$ cat src/rtl/fifo_pkg.sv
// Shared FIFO parameters used by the FIFO and its consumers.
package fifo_pkg;
  localparam int DATA_WIDTH = 16;
endpackage

$ cat src/rtl/uart_pkg.sv
// UART transmit types and framing constants.
package uart_pkg;
  typedef enum logic [2:0] {
    IDLE  = 3'd0,
    FETCH = 3'd1,
    LOAD  = 3'd2,
    START = 3'd3,
    DATA  = 3'd4,
    STOP  = 3'd5
  } uart_tx_state_e;

  localparam int FRAME_BITS       = 10;
  localparam int BYTE_W           = 8;
  localparam int MIN_CLKS_PER_BIT = 2;

  // Cycles from start-bit entry to word_done for a word of n_bytes bytes.
  function automatic int word_cycles(input int n_bytes, input int clks_per_bit);
    return FRAME_BITS * n_bytes * clks_per_bit;
  endfunction
endpackage

$ cat src/rtl/fifo_uart_tx_if.sv
// FIFO consumer-side port. rd_en is a one-cycle pop request issued only while
// empty is low; rd_data holds the popped word from the following cycle on.
interface fifo_uart_tx_if #(
  parameter int DATA_WIDTH = fifo_pkg::DATA_WIDTH
);
  logic [DATA_WIDTH-1:0] rd_data;
  logic                  empty;
  logic                  full;
  logic                  rd_en;

  // master: the consumer that pops words; slave: the FIFO itself.
  modport master (input rd_data, input empty, input full, output rd_en);
  modport slave  (output rd_data, output empty, output full, input rd_en);
endinterface

$ cat src/rtl/uart_baud_cnt.sv
// Bit-period counter: tick marks the last cycle of each serial bit.
module uart_baud_cnt #(
  parameter int CLKS_PER_BIT = 16
) (
  input  logic clk,
  input  logic rst_n,
  input  logic clear,
  output logic tick
);
  localparam int CNT_W = (CLKS_PER_BIT > 1) ? $clog2(CLKS_PER_BIT) : 1;
  localparam logic [CNT_W-1:0] TERM = CNT_W'(CLKS_PER_BIT - 1);

  logic [CNT_W-1:0] cnt;

  assign tick = (cnt == TERM);

  // Count bit-period cycles; clear restarts the period on a state change.
  always_ff @(posedge clk or negedge rst_n) begin
    if (!rst_n) begin
      cnt <= '0;
    end else if (clear || tick) begin
      cnt <= '0;
    end else begin
      cnt <= cnt + 1'b1;
    end
  end
endmodule

$ cat src/rtl/fifo_uart_tx.sv
// Pops words from the FIFO and sends them as back-to-back 8N1 frames,
// least-significant byte first. tx is decoded directly from registered state
// so reset forces the line high without waiting for a clock.
module fifo_uart_tx
  import uart_pkg::*;
#(
  parameter int CLKS_PER_BIT = 16,
  parameter int DATA_WIDTH   = fifo_pkg::DATA_WIDTH
) (
  input  logic                 clk,
  input  logic                 rst_n,
  fifo_uart_tx_if.master       fifo,
  input  logic                 tx_en,
  output logic                 tx,
  output logic                 busy,
  output logic                 word_done,
  output uart_tx_state_e       state
);
  localparam int NBYTES = DATA_WIDTH / BYTE_W;
  localparam int IDX_W  = (NBYTES > 1) ? $clog2(NBYTES) : 1;
  localparam logic [IDX_W-1:0] LAST_IDX = IDX_W'(NBYTES - 1);

  if (CLKS_PER_BIT < MIN_CLKS_PER_BIT) begin : g_bad_clks
    $error("fifo_uart_tx: CLKS_PER_BIT must be at least 2");
  end
  if ((DATA_WIDTH % BYTE_W) != 0 || DATA_WIDTH == 0) begin : g_bad_width
    $error("fifo_uart_tx: DATA_WIDTH must be a non-zero multiple of 8");
  end

  uart_tx_state_e          state_q, state_d;
  logic [DATA_WIDTH-1:0]   word_q;
  logic [BYTE_W-1:0]       shreg_q;
  logic [2:0]              bit_cnt_q;
  logic [IDX_W-1:0]        idx_q;
  logic                    rd_en;
  logic                    tick;
  logic                    baud_clear;

  // Hold the counter at zero outside serial states and on every state change.
  assign baud_clear = (state_d != state_q) || (state_q == IDLE) ||
                      (state_q == FETCH) || (state_q == LOAD);

  uart_baud_cnt #(.CLKS_PER_BIT(CLKS_PER_BIT)) u_baud (
    .clk   (clk),
    .rst_n (rst_n),
    .clear (baud_clear),
    .tick  (tick)
  );

  assign fifo.rd_en = rd_en;
  assign busy       = (state_q != IDLE);
  assign state      = state_q;

  // State register.
  always_ff @(posedge clk or negedge rst_n) begin
    if (!rst_n) begin
      state_q <= IDLE;
    end else begin
      state_q <= state_d;
    end
  end

  // Next-state and output decode.
  always_comb begin
    state_d   = state_q;
    rd_en     = 1'b0;
    word_done = 1'b0;
    tx        = 1'b1;
    case (state_q)
      IDLE: begin
        if (tx_en && !fifo.empty) state_d = FETCH;
      end
      FETCH: begin
        rd_en   = 1'b1;
        state_d = LOAD;
      end
      LOAD: begin
        state_d = START;
      end
      START: begin
        tx = 1'b0;
        if (tick) state_d = DATA;
      end
      DATA: begin
        tx = shreg_q[0];
        if (tick && bit_cnt_q == 3'd7) state_d = STOP;
      end
      STOP: begin
        if (tick) begin
          if (idx_q != LAST_IDX) begin
            state_d = START;
          end else begin
            word_done = 1'b1;
            state_d   = (tx_en && !fifo.empty) ? FETCH : IDLE;
          end
        end
      end
      default: state_d = IDLE;
    endcase
  end

  // Word capture, byte selection and bit shifting.
  always_ff @(posedge clk or negedge rst_n) begin
    if (!rst_n) begin
      word_q    <= '0;
      shreg_q   <= '0;
      bit_cnt_q <= '0;
      idx_q     <= '0;
    end else begin
      case (state_q)
        LOAD: begin
          word_q <= fifo.rd_data;
          idx_q  <= '0;
        end
        START: begin
          if (tick) begin
            shreg_q   <= word_q[int'(idx_q) * BYTE_W +: BYTE_W];
            bit_cnt_q <= '0;
          end
        end
        DATA: begin
          if (tick) begin
            shreg_q   <= shreg_q >> 1;
            bit_cnt_q <= bit_cnt_q + 3'd1;
          end
        end
        STOP: begin
          if (tick && idx_q != LAST_IDX) idx_q <= idx_q + 1'b1;
        end
        default: ;
      endcase
    end
  end

  a_rd_pulse: assert property (@(posedge clk) disable iff (!rst_n) rd_en |=> !rd_en);
  a_rd_empty: assert property (@(posedge clk) disable iff (!rst_n) !(rd_en && fifo.empty));
  a_tx_known: assert property (@(posedge clk) disable iff (!rst_n) !$isunknown(tx));
  a_busy:     assert property (@(posedge clk) disable iff (!rst_n) busy == (state_q != IDLE));
  a_flags:    assert property (@(posedge clk) disable iff (!rst_n) !(fifo.full && fifo.empty));
endmodule

$ cat src/flat_wrapper.sv
// flat-port wrapper written by rule: the top's interface ports become plain ports
module fifo_uart_tx_flat import uart_pkg::*;
#(
  parameter int CLKS_PER_BIT = 16,
  parameter int DATA_WIDTH   = fifo_pkg::DATA_WIDTH
)
  (clk, rst_n, tx_en, tx, busy, word_done, state, fifo_rd_data, fifo_empty, fifo_full, fifo_rd_en);
  fifo_uart_tx_if #(.DATA_WIDTH(DATA_WIDTH)) fifo_i ();
  input  logic clk;
  input  logic rst_n;
  input  logic tx_en;
  output logic tx;
  output logic busy;
  output logic word_done;
  output uart_tx_state_e state;
  input wire logic [$bits(fifo_i.rd_data)-1:0] fifo_rd_data;
  input wire logic [$bits(fifo_i.empty)-1:0] fifo_empty;
  input wire logic [$bits(fifo_i.full)-1:0] fifo_full;
  output wire logic [$bits(fifo_i.rd_en)-1:0] fifo_rd_en;
  assign fifo_i.rd_data = fifo_rd_data;
  assign fifo_i.empty = fifo_empty;
  assign fifo_i.full = fifo_full;
  assign fifo_rd_en = fifo_i.rd_en;
  fifo_uart_tx #(.CLKS_PER_BIT(CLKS_PER_BIT), .DATA_WIDTH(DATA_WIDTH)) u_core (.clk(clk), .rst_n(rst_n), .fifo(fifo_i), .tx_en(tx_en), .tx(tx), .busy(busy), .word_done(word_done), .state(state));
endmodule
$ cat config.mk
export PLATFORM = sky130hd
export DESIGN_NAME = fifo_uart_tx_flat
export DESIGN_NICKNAME = d
export VERILOG_FILES = /design/src/rtl/fifo_pkg.sv /design/src/rtl/uart_pkg.sv /design/src/rtl/fifo_uart_tx_if.sv /design/src/rtl/uart_baud_cnt.sv /design/src/rtl/fifo_uart_tx.sv /design/src/flat_wrapper.sv
export SDC_FILE = /design/constraint.sdc
export NUM_CORES = 1
export LEC_CHECK = 0
export BUFFER_PORTS_ARGS = -buffer_cell sky130_fd_sc_hd__buf_4
export CAP_MARGIN = 20
export CORE_MARGIN = 4
export CORE_UTILIZATION = 50
export CTS_CLUSTER_DIAMETER = 120
export DETAILED_ROUTE_END_ITERATION = 12
export MAX_ROUTING_LAYER = met4
export PLACE_DENSITY = 0.72
export SLEW_MARGIN = 15
export SYNTH_ARGS = -nofsm -noshare
export SYNTH_HDL_FRONTEND = slang
export SYNTH_SLANG_ARGS = --single-unit
$ cat constraint.sdc
create_clock -name clk -period 1.9 [get_ports clk]
set_clock_uncertainty 0.2 [all_clocks]
set_input_delay 0.38 -clock clk [delete_from_list [all_inputs] [get_ports clk]]
set_output_delay 0.38 -clock clk [all_outputs]
set_load 0.02 [all_outputs]
==> impl_metrics.json <==
{
  "rsz0062_at_grt": "yes",
  "synthToLayoutAreaGrowth_pct": 28.8,
  "required_ps": 1320,
  "cp_max_fo": 2,
  "placed_area_mm2": 0.00201,
  "yosys_warnings": 0,
  "dp_hpwl_um": 2320,
  "power_density_mw_per_mm2": 567,
  "setup_tns_ps": -857,
  "die_h_um": 66.7,
  "drt_iter0_markers": 62,
  "fp.dieArea_mm2": 0.00445,
  "cts_root_buffer": "clkbuf_4",
  "outcome": "complete, but fails checks",
  "slew_viol_final": 0,
  "ys_seq_area_share_pct": 50.8,
  "maxCapViolations": 0,
  "drt_first_pass_iters": 4,
  "cts.htree.levels": 2,
  "max-vdd-ir-drop_v": 0.000339,
  "synth_edf_count": 0,
  "synthCells": 136,
  "synth_top_area_share_pct": 50.8,
  "path_clk_slew_ps": 110,
  "drive_gt1_share_pct": 51.1,
  "hold_violations": 0,
  "start_util_pct": 51.6,
  "fmax_mhz": 485,
  "gp_congestion": 0.791,
  "min_period_ps": 2060,
  "routed_wl_um": 3580,
  "slew_headroom_pct": 70.7,
  "postLayoutSetupSlackWorst_ps": -160,
  "insertion_delay_ps": 340,
  "cts_made_buffers": 5,
  "ys_ff_latch": 35,
  "drc": 0,
  "yosysTopAreaCell": "dfrtp_1",
  "antennaDiodeCount": 0,
  "syn_area_mm2": 0.00172,
  "cts_sinks": 35,
  "num-nets-final": 205,
  "vias_per_cell": 5.26,
  "num_vias": 1199,
  "hp-class": "in -> reg",
  "mostFrequentLayoutCells": "34 x buf_4, 31 x dfrtp_1, 22 x mux2_2, 11 x inv_1, 10 x mux2i_1",
  "crit_type": "reg -> out",
  "violations": "setup timing",
  "ios": 28,
  "grt_pass1_vias": 1273,
  "die_w_um": 66.7,
  "setup.worst_path.end_class": "output port",
  "tightest_slew_ps": 439,
  "wl_per_cell_um": 15.7,
  "grt_first_pass_wirelength_um": 5840,
  "port_buffers": 26,
  "core_area_mm2": 0.00334,
  "p_leak_nw": 1.00,
  "grt_max_degree": 36,
  "cts.path.max_buffers": 2,
  "fill_cells": 260,
  "final_area_mm2": 0.00222,
  "globalRouteTotalUtil_pct": 18.6,
  "ys.flop_type": "dfrtp_1",
  "avgSynthCellArea_um2": 12.7,
  "synth_area_leaders": "dfrtp_1 51%, mux2_2 15%, mux2i_1 6.4%",
  "final_antenna_net_count": 0,
  "ys_types": 36,
  "finalSetupViolCount": 10,
  "ys_async_sr_fraction_pct": 100,
  "fin_crit_sh_pct": 108,
  "antenna_found_initial": 0,
  "layout_commonest_cell": "buf_4",
  "num_rows": 21,
  "syn_nets": 160,
  "cts_tree": "done",
  "worst_ep_arrival_time_ps": 1480,
  "grt_remaining_overflow": 0,
  "crit_path_start_kind": "register"
}
per-stage QoR:
| stage | hold WS, ps | setup WS, ps | total power (W) | instances | utilization [%] |
|---|---|---|---|---|---|
| final | 56.7 | -160 | 0.00126 | 228 | 66.5 |
| after global routing | 36.6 | -210 | 0.00132 | 228 | 66.5 |
| after CTS | 44.2 | -177 | 0.00127 | 227 | 65.0 |
| after detailed placement | 160 | 25.4 | 0.000881 | 210 | 60.3 |
| after global placement | 149 | 51.7 | 0.000875 | 210 | 60.3 |
| after floorplan | -116 | -98.3 | 0.000826 | 136 | - |
flip-flops by register name, indices dropped and copies added (netlist names):
signal / flops
u_core.shreg_q: 8
u_core.word_q: 16
u_core.idx_q: 1
u_core.u_baud.cnt: 4
u_core.state: 3
u_core.bit_cnt_q: 3
cells by family (layout without fill, tap and decap cells):
logic type	count (synthesis)	count (layout)	share of synthesized area, %
AO/OA/AOI/OAI	17	17	7.70
XOR/XNOR	2	2	1.02
adder cells (fa/ha/maj)	3	3	2.18
buffers and inverters	17	63	5.30
flip-flops	35	35	50.8
multiplexers	38	38	24.9
AND/OR/NAND/NOR	24	24	8.06
metal layers:
metal / track usage (%) / part of all wire [%]
met2: 30.8 / 54
met1: 21.1 / 41
met3: 4.05 / 3.0
met4: 9.90 / 2.1
met5: - / 0
final timing paths:
path                                                    from                            end  slack (ps)  cells after the start
worst max-delay path               u_core.state[0]$_DFF_PN0_                             tx        -160                      3
worst min-delay path                         fifo_rd_data[6]   u_core.word_q[6]$_DFFE_PN0P_          60                      2
worst max register to register     u_core.state[0]$_DFF_PN0_  u_core.shreg_q[4]$_DFFE_PN0P_        -130                      6
worst min register to register  u_core.word_q[7]$_DFFE_PN0P_   u_core.word_q[7]$_DFFE_PN0P_         310                      1
max in group asynchronous                              rst_n      u_core.state[1]$_DFF_PN0_         840                      2
min in group asynchronous                              rst_n  u_core.word_q[12]$_DFFE_PN0P_         310                      2
cell usage after synthesis, drive strengths merged (2+ instances only):
| library cell | number |
|---|---|
| o21ai | 2 |
| nand3 | 2 |
| ha | 3 |
| buf | 5 |
| inv | 11 |
| nand2b | 3 |
| mux2i | 11 |
| a21oi | 4 |
| or3 | 2 |
| mux2 | 27 |
| nor2 | 8 |
| nand3b | 2 |
| a31oi | 3 |
| dfrtp | 35 |
| o2bb2ai | 2 |
final cells by class:
| type | count | area, µm² | share of cell area, % |
|---|---|---|---|
| clock buffer | 7 | 45.0 | 2.03 |
| clock inverter | 1 | 5.00 | 0.226 |
| inverter | 11 | 41.3 | 1.86 |
| multi-input combinational | 84 | 813 | 36.7 |
| sequential | 35 | 881 | 39.7 |
| tap | 46 | 57.6 | 2.59 |
| timing repair buffer | 44 | 375 | 16.9 |
critical path, stage by stage (launching register included):
cell	delay, ps
dfrtp_2	430
or3b_4	380
o21a_2	210
buf_6	130
report_power, final:
part / internal [W] / switching, W / total [W] / leakage [nW]
registers: 0.000768 / 0.0000126 / 0.000781 / 0.405
clock network: 0.000144 / 0.000246 / 0.000390 / 0.0293
logic: 0.0000541 / 0.0000334 / 0.0000875 / 0.571
timing repair:
item | in CTS | in global routing
pin swaps | 3 | 1
hold buffers | 1 | 0
resized for setup | 9 | 11
setup endpoints to repair | 5 | 26
endpoints found under the hold margin | 35 | 0
setup buffers | 8 | 1
No activity file was read; power rests on OpenSTA's default activity.
